## config.mk

```make
export PLATFORM = sky130hd
export DESIGN_NAME = irq_entry_sequencer
export DESIGN_NICKNAME = d
export VERILOG_FILES = /design/src/rtl/irq_entry_sequencer_pkg.sv /design/src/rtl/irq_entry_sequencer.sv
export SDC_FILE = /design/constraint.sdc
export NUM_CORES = 1
export LEC_CHECK = 0
export ABC_AREA = 1
export CORE_ASPECT_RATIO = 1.1
export CORE_MARGIN = 3
export CORE_UTILIZATION = 48
export CTS_CLUSTER_DIAMETER = 100
export CTS_CLUSTER_SIZE = 8
export DETAILED_ROUTE_END_ITERATION = 16
export MAX_ROUTING_LAYER = met4
export PLACE_DENSITY = 0.93
export SYNTH_ARGS = -nofsm -noshare
export SYNTH_HDL_FRONTEND = slang
export SYNTH_SLANG_ARGS = --single-unit
```

## constraint.sdc

```tcl
create_clock -name clk -period 4.25 [get_ports clk]
set_input_delay 0.85 -clock clk [delete_from_list [all_inputs] [get_ports clk]]
set_output_delay 0.85 -clock clk [all_outputs]
set_load 0.005 [all_outputs]
```

## src/rtl/irq_entry_sequencer_pkg.sv

```systemverilog
// Shared definitions for the interrupt entry sequencer: FSM encoding,
// default vector table placement and the vector address helper.
package irq_entry_sequencer_pkg;

  typedef enum logic [1:0] {
    IDLE    = 2'd0,
    PUSH_LO = 2'd1,
    PUSH_HI = 2'd2,
    VECTOR  = 2'd3
  } irq_state_e;

  localparam int DEF_VECT_BASE   = 1;
  localparam int DEF_VECT_STRIDE = 1;

  function automatic int vect_addr(int base, int stride, int idx);
    return base + idx * stride;
  endfunction

endpackage

```

## src/rtl/irq_entry_sequencer.sv

```systemverilog
// Interrupt entry sequencer: at an eligible instruction boundary it pushes the
// return PC (low byte first), then loads the vector, clears I and acks the source.
module irq_entry_sequencer
  import irq_entry_sequencer_pkg::*;
#(
  parameter  int NUM_VECTORS = 4,
  parameter  int PC_WIDTH    = 16,
  parameter  int VECT_BASE   = DEF_VECT_BASE,
  parameter  int VECT_STRIDE = DEF_VECT_STRIDE,
  localparam int NVL2        = $clog2(NUM_VECTORS)
) (
  input  logic                clk,
  input  logic                rst,
  input  logic                iflag,
  input  logic [NVL2-1:0]     ivect,
  input  logic                gie,
  input  logic                insn_boundary,
  input  logic                reti,
  input  logic [PC_WIDTH-1:0] pc_ret,
  output logic                irq_busy,
  output logic                st_req,
  output logic [7:0]          st_data,
  input  logic                st_ack,
  output logic                pc_load,
  output logic [PC_WIDTH-1:0] pc_new,
  output logic                clr_gie,
  output logic                irq_ack,
  output logic [NVL2-1:0]     ack_vect
);

  irq_state_e          state;
  logic                reti_shadow;
  logic [NVL2-1:0]     vect_q;
  logic [PC_WIDTH-1:0] ret_q;
  logic                take;
  logic [PC_WIDTH-1:0] vec_pc;

  // A boundary coinciding with RETI is never eligible, even before the shadow is set.
  assign take   = (state == IDLE) & iflag & gie & insn_boundary & ~reti_shadow & ~reti;
  assign vec_pc = PC_WIDTH'(vect_addr(VECT_BASE, VECT_STRIDE, int'(vect_q)));

  always_ff @(posedge clk) begin
    if (rst) begin
      state       <= IDLE;
      reti_shadow <= 1'b0;
      vect_q      <= '0;
      ret_q       <= '0;
      irq_busy    <= 1'b0;
      st_req      <= 1'b0;
      st_data     <= '0;
      pc_load     <= 1'b0;
      pc_new      <= '0;
      clr_gie     <= 1'b0;
      irq_ack     <= 1'b0;
      ack_vect    <= '0;
    end else begin
      if (reti)               reti_shadow <= 1'b1;
      else if (insn_boundary) reti_shadow <= 1'b0;

      pc_load  <= 1'b0;
      clr_gie  <= 1'b0;
      irq_ack  <= 1'b0;
      pc_new   <= '0;
      ack_vect <= '0;

      // Outputs are registered alongside the state they belong to.
      case (state)
        IDLE: if (take) begin
          vect_q   <= ivect;
          ret_q    <= pc_ret;
          state    <= PUSH_LO;
          irq_busy <= 1'b1;
          st_req   <= 1'b1;
          st_data  <= pc_ret[7:0];
        end
        PUSH_LO: if (st_ack) begin
          state   <= PUSH_HI;
          st_data <= 8'(ret_q >> 8);
        end
        PUSH_HI: if (st_ack) begin
          state    <= VECTOR;
          st_req   <= 1'b0;
          st_data  <= '0;
          pc_load  <= 1'b1;
          clr_gie  <= 1'b1;
          irq_ack  <= 1'b1;
          ack_vect <= vect_q;
          pc_new   <= vec_pc;
        end
        VECTOR: begin
          state    <= IDLE;
          irq_busy <= 1'b0;
        end
        default: state <= IDLE;
      endcase
    end
  end

endmodule

```

==> summary.md, run 1 <==
| Metric | Value |
|---|---|
| Time the final worst path needs with I/O delays and setup | 2.076 ns |
| Total overflow reported by the global router | 0 |
| Clock tree sinks | 29 |
| Average footprint of a synthesized cell | 7.294 um2 |
| Cells after Synth | 211 |
| Most common cell on crit path | nor2_1 |
| Final setup violating endpoints | 0 |
| Post-layout instance area | 1966 um2 |
| Setup Buffers After CTS | 0 |
| Vias in the first global route | 1129 |
| Category of the worst setup path capture point | flop |
| Sequential cell area in the final layout | 580.6 um2 |
| Io pins | 56 |
| Number of library cell types mapped by synthesis | 26 |
| Crit start category | input port |
| Setup repair after global routing missed its margin | no |
| Routability congestion estimate | 0.8696 |
| Number of nets in the finished design | 281 |
| Clock tree from TritonCTS | built |
| Worst stage delay on the critical path | 0.41 ns |
| Antenna Violating Nets Remaining | 0 |
| Overall routed net length | 2850 um |
| Number of port buffers | 42 |
| Die span in y | 65.39 um |
| Result of the run | completed |
| Fraction of layout instances using a drive strength above 1 | 6.000% |
| Total DRC errors in the routed layout | 0 |
| Worst path required time | 4.47 ns |
| Largest buffer count on any clock path | 2 |
| Worst vdd rail ir drop | 345.2 uV |
| Area Overhead vs Synth | 27.72% |
| Combined area of the multi-input logic cells | 661.9 um2 |
| Diodes inserted | 0 |
| Min-delay worst type | flop to flop |
| Post-place instance area | 1877 um2 |
| P per Cell Area | 513.8 nW/um2 |
| Max Fclk | 481.6 MHz |
| CTS clk-pin slew, worst paths | 0.09 ns |
| Clock latency on the worst-skew pair | 0.33 ns |
| Setup Total Neg Slack | 0 ns |
| CP Class | input port to flop |
| Maxcap violations | 0 |
| Maximum clock skew at final layout | 0.008504 ns |
| First-pass GRT wire length | 4747 um |
| Crit path cell chain | clkdlybuf4s50_1, nor2_1, nand3_4, nand2_4, nand2_1, nor3_1, nor2_1 |
| Synthesis warning total | 0 |
| Worst-path cell with the longest stage delay | clkdlybuf4s50_1 |
| Avg Vias per Cell | 4.477 |
| Portion of the clock cycle consumed by the worst path in the final layout | 48.86% |
| GRT Total Usage | 16.60% |
| Maximum number of pins on one net before global-route repair | 25 |
| Number of hold buffers added after CTS | 0 |
| Antenna violations before repair | 0 |
| Area of the die | 3922 um2 |
| Post-Synthesis Cell Area | 1539 um2 |
| Async SR Flop Fraction | 0% |
| Routed length per instance | 10.07 um |
| Die width | 59.99 um |
| First-pass iteration count of the detailed router | 4 |
| Post-synth EDFFs | 0 |
| Sequential share of the synthesized area | 37.72% |
| Area inside the core boundary | 2903 um2 |
| # H-tree levels | 2 |
| Number of cells upsized or downsized after cts | 0 |
| Routed via count | 1267 |
| Number of rows created at floorplan | 20 |
| Crit path max fanout | 24 |
| HPWL Detailed | 2192 um |
| Initial Util | 53.02% |
| Max-slew violations | 0 |
| Crit path DAT | 2.30 ns |
| Initial drt markers | 38 |
| Most common flop cell mapped by yosys | dfxtp_1 |
| Num CTS Buffers | 5 |
| Pleak | 0.8987 nW |
| Final number of hold-violating endpoints | 0 |
| Cell at the root of the clock tree | clkbuf_4 |
| Number of fillers in the final layout | 246 |
| Number of synthesized register bits | 29 |
[power breakdown]
part	switching, mW	leakage, nW	internal (mW)
logic	0.235	0.618	0.187
clock network	0.0986	0.0445	0.140
registers	0.0275	0.236	0.322
total	0.361	0.899	0.649
[final cells by class]
class	instances	share of cell area, %
tap	33	2.101
clock buffer	6	2.610
multi-input combinational	125	33.67
inverter	46	8.784
timing repair buffer	42	21.39
clock inverter	2	1.910
sequential	29	29.54
[sequential cells by signal, summed over array words and instances, names as in the netlist]
name and cells:
ret_q 8, st_data 8, pc_new 3, ack_vect 2, state 2, vect_q 2, irq_ack 1, irq_busy 1
reti_shadow 1, st_req 1
[path summary, 6_finish.rpt]
path	start	to	slack, ns	cells after the start
setup / recovery	reti	state[0]	2.17	7
hold / removal	ret_q[11]	ret_q[11]	0.45	2
setup reg to reg	state[0]	state[0]	2.45	9
hold reg to reg	ret_q[11]	ret_q[11]	0.45	2
[cell usage after synthesis, types with 2 or more instances]
cell type / number / area (um2)
nand3_4: 2 / 35.03
a21oi_1: 12 / 60.06
nand4_1: 8 / 50.05
buf_6: 2 / 22.52
ha_1: 7 / 87.58
inv_1: 44 / 165.2
dfxtp_1: 29 / 580.6
nand3_1: 8 / 40.04
buf_2: 2 / 10.01
o21ai_0: 10 / 50.05
buf_4: 17 / 127.6
nor2_1: 16 / 60.06
nand2_1: 41 / 153.9
[per-layer routing]
| layer | global-route usage, % | part of all wire (%) |
|---|---|---|
| met3 | 5.305 | 5.9 |
| met4 | 6.648 | 1.8 |
| met1 | 19.04 | 43 |
| met2 | 26.49 | 49 |
| met5 | - | 0 |
[worst max-delay path, delay by kind of cell]
family	cells	cell delay (ns)
buf+inv	1	0.41
simple gates	6	1.03
[layout by cell type (no fill, tap or decap)]
| cell type | netlist | final |
|---|---|---|
| nand3_1 | 8 | 8 |
| conb_1 | 1 | 13 |
| clkbuf_8 | 0 | 1 |
| bufinv_16 | 0 | 1 |
| ha_1 | 7 | 7 |
| clkinvlp_4 | 0 | 1 |
| nand2_1 | 41 | 41 |
| inv_1 | 44 | 44 |
| nand2_4 | 1 | 1 |
| clkbuf_4 | 0 | 5 |
| a21oi_1 | 12 | 12 |
| nor3b_1 | 1 | 1 |
| nand4_1 | 8 | 8 |
| o21ai_0 | 10 | 10 |
| clkdlybuf4s50_1 | 0 | 42 |
| dfxtp_1 | 29 | 29 |
| clkinv_1 | 1 | 1 |
| o21bai_4 | 1 | 1 |
| nor3_1 | 1 | 1 |
| nor2_1 | 16 | 16 |
| nand3_4 | 2 | 2 |
| inv_2 | 1 | 1 |
| a211oi_1 | 1 | 1 |
| nand3_2 | 1 | 1 |
| a21oi_2 | 1 | 1 |
| o21bai_1 | 1 | 1 |
[metrics by stage]
stage | hold slack (ns) | power [mW] | worst slack [ns] | util (%) | instances
final | 0.4526 | 1.010 | 2.174 | 67.72 | 283
after global routing | 0.4709 | 1.103 | 2.032 | 67.72 | 283
after CTS | 0.4524 | 1.020 | 2.164 | 67.72 | 283
after detailed placement | 0.4365 | 0.7766 | 1.866 | 64.66 | 275
after global placement | 0.4348 | 0.7644 | 1.912 | 64.66 | 275
after floorplan | 0.4173 | 0.6728 | 2.608 | - | 223
[logic make-up (layout without fill, tap and decap cells)]
logic type	count (synthesis)	after routing	share of synthesized area, %
other	1	13	0.2437
AO/OA/AOI/OAI	26	26	9.920
AND/OR/NAND/NOR	79	79	24.23
adder cells (fa/ha/maj)	7	7	5.691
buffers and inverters	69	96	22.19
flip-flops	29	29	37.72
Power figures use the tool's default switching activity.
==> inputs of run 2 (changes only) <==
--- a/config.mk
+++ b/config.mk
@@ -8,12 +8,12 @@
 export ABC_AREA = 1
 export CORE_ASPECT_RATIO = 1.1
 export CORE_MARGIN = 3
-export CORE_UTILIZATION = 48
+export CORE_UTILIZATION = 40
 export CTS_CLUSTER_DIAMETER = 100
 export CTS_CLUSTER_SIZE = 8
 export DETAILED_ROUTE_END_ITERATION = 16
 export MAX_ROUTING_LAYER = met4
-export PLACE_DENSITY = 0.93
+export PLACE_DENSITY = 0.84
 export SYNTH_ARGS = -nofsm -noshare
 export SYNTH_HDL_FRONTEND = slang
 export SYNTH_SLANG_ARGS = --single-unit
==> constraint.sdc (replaced) <==
create_clock -name clk -period 1.7 [get_ports clk]
set_input_delay 0.34 -clock clk [delete_from_list [all_inputs] [get_ports clk]]
set_output_delay 0.34 -clock clk [all_outputs]
set_load 0.005 [all_outputs]
==> run 2 against run 1 <==
  * Cell area up 4.1%
  * Sequential share of layout area decreased by 1.2 points
  * Via count grew 3.4%
  * First-iteration DRC count up 47%
  * Final cell count rose by 8.1%
  * Clock power increased to 2.6 times the previous value
  * Non-clock buffer count up 6
  * Register-to-register slack worse by 2.4 ns
  * Clock skew decreased by 0.0048 ns
  * Core utilization decreased by 12 points
  * Clock-buffer cell count is 1 higher
  * Total power increased to 2.6 times the previous value
  * Critical endpoint unchanged
  * Largest cell class unchanged
==> summary.md, run 2 (synthesis gave the netlist of run 1 again) <==
| Metric | Value |
|---|---|
| Result of the run | completed (unchanged) |
| Routed via count | 1310 (was 1267) |
| Number of port buffers | 42 (unchanged) |
| Clock tree sinks | 29 (unchanged) |
| Crit path DAT | 1.82 ns (was 2.30 ns) |
| Time the final worst path needs with I/O delays and setup | 1.649 ns |
| Setup repair after global routing missed its margin | no (unchanged) |
| Avg Vias per Cell | 4.281 (was 4.477) |
| CP Launch Point | state[0] (was reti) |
| Portion of the clock cycle consumed by the worst path in the final layout | 97.00% |
| GRT Total Usage | 14.81% (was 16.60%) |
| Sw frac | 35.61% (was 35.76%) |
| Sequential cell area in the final layout | 580.6 um2 (unchanged) |
| Initial drt markers | 56 (was 38) |
| Io pins | 56 (unchanged) |
| Area inside the core boundary | 3684 um2 (was 2903 um2) |
| Final number of hold-violating endpoints | 0 (unchanged) |
| Post-place instance area | 1943 um2 (was 1877 um2) |
| Maximum number of pins on one net before global-route repair | 21 (was 25) |
| Smallest setup slack after layout | 0.05096 ns (was 2.174 ns) |
| Total overflow reported by the global router | 0 (unchanged) |
| Worst-path cell with the longest stage delay | dfxtp_1 (was clkdlybuf4s50_1) |
| First-pass GRT wire length | 5002 um (was 4747 um) |
| Die span in y | 71.06 um (was 65.39 um) |
| Cell class contributing the biggest share of worst-path delay | simple AND/OR/NAND/NOR gates (unchanged) |
| R2R Path Start | state[0] (unchanged) |
| Clock power frac | 23.7% (was 23.6%) |
| Area Overhead vs Synth | 33.01% (was 27.72%) |
| DP Worst Slack | 0.006069 ns (was 1.866 ns) |
| Clock tree from TritonCTS | built (unchanged) |
| Crit path cell chain | inv_1, ha_1, o21bai_4, nand2_1, nor3_1, nor2_1 (was clkdlybuf4s50_1, nor2_1, nand3_4, nand2_4, nand2_1, nor3_1, nor2_1) |
| Number of fillers in the final layout | 361 (was 246) |
| Crit path buf inv count | 1 (unchanged) |
| Pleak | 0.9372 nW (was 0.8987 nW) |
| Non-filler instance count after layout | 306 (was 283) |
| Maximum clock skew at final layout | 0.003671 ns (was 0.008504 ns) |
| Post-layout instance area | 2047 um2 (was 1966 um2) |
| CP Class | flop to flop (was input port to flop) |
| First-pass iteration count of the detailed router | 4 (unchanged) |
| Min-delay worst type | flop to flop (unchanged) |
| Number of nets in the finished design | 287 (was 281) |
| Die width | 65.14 um (was 59.99 um) |
| Post-Place Cells | 298 (was 275) |
| Initial Util | 41.78% (was 53.02%) |
| Max Fclk | 606.4 MHz |
| Fraction of layout instances using a drive strength above 1 | 8.594% (was 6.000%) |
| Routability congestion estimate | 0.8422 (was 0.8696) |
| Combined area of the multi-input logic cells | 664.4 um2 (was 661.9 um2) |
| R2r worst-path depth | 6 (was 9) |
| Worst hold start | ret_q[11] (unchanged) |
| Number of rows created at floorplan | 23 (was 20) |
| Part of the total power dissipated in sequential elements | 33.3% (was 34.6%) |
| Vias in the first global route | 1227 (was 1129) |
| Setup Total Neg Slack | 0 ns (unchanged) |
| Largest buffer count on any clock path | 2 (unchanged) |
| Final setup violating endpoints | 0 (unchanged) |
| Num CTS Buffers | 5 (unchanged) |
| Number of hold buffers added after CTS | 0 (unchanged) |
| Depth of the worst hold-timing path | 2 (unchanged) |
| Total DRC errors in the routed layout | 0 (unchanged) |
| Area of the die | 4629 um2 (was 3922 um2) |
| Antenna violations before repair | 0 (unchanged) |
| Worst path required time | 1.87 ns (was 4.47 ns) |
| Diodes inserted | 0 (unchanged) |
| Most frequent cells in the layout | 44 x inv_1, 42 x clkdlybuf4s50_1, 41 x nand2_1 (unchanged) |
| Category of the worst setup path capture point | flop (unchanged) |
| Clock latency on the worst-skew pair | 0.28 ns (was 0.33 ns) |
| Routed length per instance | 10.04 um (was 10.07 um) |
| Top flop regs | ret_q x8, st_data x8, pc_new x3 (unchanged) |
| CTS clk-pin slew, worst paths | 0.06 ns (was 0.09 ns) |
| Worst vdd rail ir drop | 554.5 uV (was 345.2 uV) |
| P per Cell Area | 1274 nW/um2 (was 513.8 nW/um2) |
| Crit path max fanout | 11 (was 24) |
| Max-slew violations | 0 (unchanged) |
| Overall routed net length | 3072 um (was 2850 um) |
| P_sw | 0.9287 mW (was 0.3611 mW) |
| Crit start category | flop (was input port) |
| Maxcap violations | 0 (unchanged) |
| Total stage count of the critical path | 6 (was 7) |
| Antenna Violating Nets Remaining | 0 (unchanged) |
| Commonest non-fill, non-tap cell in the layout | inv_1 (unchanged) |
| HPWL Detailed | 2390 um (was 2192 um) |
| # H-tree levels | 2 (unchanged) |
| Cell at the root of the clock tree | clkbuf_8 (was clkbuf_4) |
| Worst stage delay on the critical path | 0.39 ns (was 0.41 ns) |
| Internal portion of total power | 1.679 mW (was 0.6487 mW) |
| Logic pwr share | 43.0% (was 41.8%) |
## run 2: final timing paths
kind	end	slack, ns
max	state[0]	0.05
min	ret_q[11]	0.45
max reg2reg	state[0]	0.05
min reg2reg	ret_q[11]	0.45
## run 2: tightest hold or removal path: stages, from the launching register on
cell and delay (ns):
dfxtp_1 0.31, inv_1 0.05, a21oi_1 0.05
## run 2: power groups by stage
stage | clock network (mW) | logic, mW | registers (mW)
floorplan | 0 | 0.790 | 0.892
global placement | 0 | 1.09 | 0.879
detailed placement | 0 | 1.11 | 0.886
CTS | 0.640 | 1.12 | 0.870
global route | 0.668 | 1.27 | 0.887
finish | 0.618 | 1.12 | 0.869
## run 2: metrics by stage
| stage | hold slack (ns) | power, mW | utilization [%] |
|---|---|---|---|
| floorplan | 0.4024 | 1.682 | - |
| global route | 0.4798 | 2.825 | 55.57 |
| finish | 0.4499 | 2.608 | 55.57 |
| global placement | 0.4353 | 1.966 | 52.75 |
| CTS | 0.4491 | 2.629 | 55.50 |
| detailed placement | 0.4397 | 1.998 | 52.75 |
## run 2: cell type report
class / count / share of cell area [%]
multi-input cells: 125 / 32.46
flip-flops and latches: 29 / 28.36
repair buffers: 48 / 22.74
inverters: 46 / 8.435
clock buffers: 7 / 4.707
well taps: 50 / 3.056
clock inverters: 1 / 0.2445
## run 2: routing by layer
| layer | routed length, um | GRT usage (%) | up-vias |
|---|---|---|---|
| li1 | - | - | 698 |
| met1 | 1200 | 14.60 | 561 |
| met2 | 1599 | 24.43 | 45 |
| met3 | 196 | 5.079 | 6 |
| met4 | 76 | 9.908 | 0 |
| met5 | 0 | - | - |
## run 2: what timing repair did
action	4_1_cts	5_1_grt
buffers inserted	0	0
setup endpoints to repair	0	9
gates resized for setup	0	1
==> inputs of run 3 (changes only) <==
--- a/config.mk
+++ b/config.mk
@@ -5,15 +5,14 @@
 export SDC_FILE = /design/constraint.sdc
 export NUM_CORES = 1
 export LEC_CHECK = 0
-export ABC_AREA = 1
 export CORE_ASPECT_RATIO = 1.1
-export CORE_MARGIN = 3
-export CORE_UTILIZATION = 40
+export CORE_MARGIN = 2
+export CORE_UTILIZATION = 38
 export CTS_CLUSTER_DIAMETER = 100
 export CTS_CLUSTER_SIZE = 8
 export DETAILED_ROUTE_END_ITERATION = 16
 export MAX_ROUTING_LAYER = met4
-export PLACE_DENSITY = 0.84
+export PLACE_DENSITY = 0.83
 export SYNTH_ARGS = -nofsm -noshare
 export SYNTH_HDL_FRONTEND = slang
 export SYNTH_SLANG_ARGS = --single-unit
==> run 3 against run 2 <==
  * The run now ends with negative setup slack left
  * Register-to-register slack got worse by 0.11 ns
  * Critical path type unchanged
  * First-iteration DRC count is 88% lower
  * Area after synthesis fell by 11%
  * Critical path depth rose by 2
  * Clock skew grew 0.012 ns
  * Sequential share of layout area decreased by 0.42 points
  * Hold slack got worse by 0.070 ns
  * Total power is 43% lower
==> summary.md, run 3 <==
| Metric | Value |
|---|---|
| Result of the run | finished with violations (was completed) |
| Violated checks | negative setup slack |
| Smallest setup slack after layout | -0.05577 ns (was 0.05096 ns) |
| Most frequent cell after synthesis | dfxtp_1 (was inv_1) |
| Overall routed net length | 3055 um (was 3072 um) |
| Met3 GRT Util | 5.243% (was 5.079%) |
| Final number of hold-violating endpoints | 0 (unchanged) |
| Clock tree sinks | 29 (unchanged) |
| Crit path max fanout | 8 (was 11) |
| Post-synth EDFFs | 0 (unchanged) |
| Share of Yosys cell area claimed by the top area cell type | 42.49% (was 37.72%) |
| Avg Vias per Cell | 4.471 (was 4.281) |
| Vias in the first global route | 1133 (was 1227) |
| First-pass iteration count of the detailed router | 4 (unchanged) |
| Max-slew violations | 0 (unchanged) |
| Maxcap violations | 0 (unchanged) |
| GRT busiest layer | met2 (unchanged) |
| Sequential share of the synthesized area | 42.49% (was 37.72%) |
| Biggest area consumer among synthesized cells | dfxtp_1 (unchanged) |
| First-pass GRT wire length | 4926 um (was 5002 um) |
| Routed via count | 1158 (was 1310) |
| # H-tree levels | 2 (unchanged) |
| Time the final worst path needs with I/O delays and setup | 1.756 ns (was 1.649 ns) |
| Number of synthesized register bits | 29 (unchanged) |
| Number of nets in the finished design | 242 (was 287) |
| Post-Synthesis Cell Area | 1366 um2 (was 1539 um2) |
| DP Worst Slack | -0.4693 ns (was 0.006069 ns) |
| GRT Total Usage | 17.06% (was 14.81%) |
| Die span in y | 66.89 um (was 71.06 um) |
| Diodes inserted | 0 (unchanged) |
| Cells after Synth | 151 (was 211) |
| CP Class | flop to flop (unchanged) |
| Portion of the clock cycle consumed by the worst path in the final layout | 103.3% (was 97.00%) |
| Setup repair after global routing missed its margin | yes (was no) |
| Maximum number of pins on one net before global-route repair | 18 (was 21) |
| HPWL Detailed | 2201 um (was 2390 um) |
| Crit path DAT | 2.00 ns (was 1.82 ns) |
| Maximum clock skew at final layout | 0.01611 ns (was 0.003671 ns) |
| Area of the die | 4092 um2 (was 4629 um2) |
| Area inside the core boundary | 3386 um2 (was 3684 um2) |
| Initial Util | 40.35% (was 41.78%) |
| Min-delay worst type | input port to flop (was flop to flop) |
| Antenna violations before repair | 0 (unchanged) |
| Area Overhead vs Synth | 54.03% (was 33.01%) |
| Most common flop cell mapped by yosys | dfxtp_1 (unchanged) |
| Routability congestion estimate | 0.7741 (was 0.8422) |
| Num CTS Buffers | 5 (unchanged) |
| Worst path required time | 1.95 ns (was 1.87 ns) |
| Top flop regs | ret_q x8, st_data x8, pc_new x3 (unchanged) |
| Initial drt markers | 7 (was 56) |
| Pleak | 0.8088 nW (was 0.9372 nW) |
| Met2 capacity usage during global routing | 28.86% (was 24.43%) |
| Crit start category | flop (unchanged) |
| Number of rows created at floorplan | 22 (was 23) |
| Number of library cell types mapped by synthesis | 24 (was 26) |
| Ranking of synthesized cells by instance count | 29 x dfxtp_1, 25 x nor2_1, 17 x nand2_1 (was 44 x inv_1, 41 x nand2_1, 29 x dfxtp_1) |
| Category of the worst setup path capture point | flop (unchanged) |
| Most frequent cells in the layout | 40 x clkdlybuf4s50_1, 27 x dfxtp_1, 20 x nor2_1 (was 44 x inv_1, 42 x clkdlybuf4s50_1, 41 x nand2_1) |
| Synthesis warning total | 0 (unchanged) |
| Total DRC errors in the routed layout | 0 (unchanged) |
| CTS clk-pin slew, worst paths | 0.10 ns (was 0.06 ns) |
| Average footprint of a synthesized cell | 9.048 um2 (was 7.294 um2) |
| Hold slack final | 0.3802 ns (was 0.4499 ns) |
| P per Cell Area | 701.2 nW/um2 (was 1274 nW/um2) |
| Number of port buffers | 42 (unchanged) |
| Total overflow reported by the global router | 0 (unchanged) |
| Met1 demand-to-capacity share in global routing | 18.01% (was 14.60%) |
| Routed length per instance | 11.80 um (was 10.04 um) |
| Largest buffer count on any clock path | 2 (unchanged) |
| Async SR Flop Fraction | 0% (unchanged) |
| Clock tree from TritonCTS | built (unchanged) |
| Fraction of layout instances using a drive strength above 1 | 24.17% (was 8.594%) |
| Clock latency on the worst-skew pair | 0.33 ns (was 0.28 ns) |
| Worst vdd rail ir drop | 398.9 uV (was 554.5 uV) |
| Die width | 61.17 um (was 65.14 um) |
| Commonest non-fill, non-tap cell in the layout | clkdlybuf4s50_1 (was inv_1) |
| Antenna Violating Nets Remaining | 0 (unchanged) |
| Final setup violating endpoints | 5 (was 0) |
| Dominant cells by area after synthesis | dfxtp_1 42%, buf_4 8.2%, mux2i_1 8.1%, nor2_1 6.9%, ha_1 6.4% (was dfxtp_1 38%, inv_1 11%, nand2_1 10%, buf_4 8.3%, ha_1 5.7%) |
| Max Fclk | 569.6 MHz (was 606.4 MHz) |
| Cell at the root of the clock tree | clkbuf_4 (was clkbuf_8) |
| Io pins | 56 (unchanged) |
-- run 3: metal layers --
metal	share of wire [%]	vias to the layer above
li1	-	595
met3	5.3	6
met1	40	521
met5	0	-
met4	1.5	0
met2	53	36
-- run 3: repair_timing --
action,CTS,global route
pin swaps,5,6
resized for setup,13,9
endpoints found under the setup margin,16,15
cloned,1,0
setup buffers,3,3
hold buffers,0,0
-- run 3: where the power goes --
part	internal [mW]	switching [mW]
clock network	0.239	0.238
logic	0.162	0.120
registers	0.700	0.0169
total	1.10	0.374
-- run 3: worst max-delay path: stages, from the launching register on --
cell and delay (ns):
dfxtp_4 0.39, inv_4 0.05, ha_4 0.15, o21ba_4 0.23, a2111oi_4 0.30, buf_4 0.19
buf_12 0.13, nor2_1 0.04, a211oi_1 0.20
-- run 3: path summary, 6_finish.rpt --
kind	start	endpoint	slack [ns]	depth (start not counted)
setup / recovery	state[1]	st_data[5]	-0.06	8
hold reg to reg	vect_q[0]	pc_new[0]	0.49	1
setup reg to reg	state[1]	st_data[5]	-0.06	8
hold / removal	reti	reti_shadow	0.38	3
-- run 3: kinds of logic (layout without fill, tap and decap cells) --
kind of cell,after synthesis,in the layout,share of synthesized area (%)
AND/OR/NAND/NOR,49,49,14.93
adder cells (fa/ha/maj),7,7,6.410
AO/OA/AOI/OAI,27,27,14.93
flip-flops,29,29,42.49
multiplexers,11,11,8.059
buffers and inverters,27,75,12.91
other,1,13,0.2745
-- run 3: cell type report --
| cell class | count | area, um2 |
|---|---|---|
| clock buffer | 7 | 65.06 |
| timing repair buffer | 63 | 624.3 |
| tap | 48 | 60.06 |
| sequential | 29 | 588.1 |
| clock inverter | 1 | 5.005 |
| fill | 285 | 1281 |
| multi-input combinational | 107 | 742.0 |
| inverter | 4 | 20.02 |
-- run 3: metrics by stage --
step / util, % / cell area (um2) / instances / total power [mW] / setup TNS [ns]
4_1_cts: 60.31 / 2042 / 256 / 1.466 / -0.3541
3_5_place_dp: 55.65 / 1884 / 244 / 0.9759 / -8.213
3_3_place_gp: 55.65 / 1884 / 244 / 0.9701 / -7.717
2_1_floorplan: - / 1448 / 163 / 0.8706 / -0.6606
6_report: 62.16 / 2105 / 259 / 1.476 / -0.1126
5_1_grt: 62.16 / 2105 / 259 / 1.559 / -0.9908
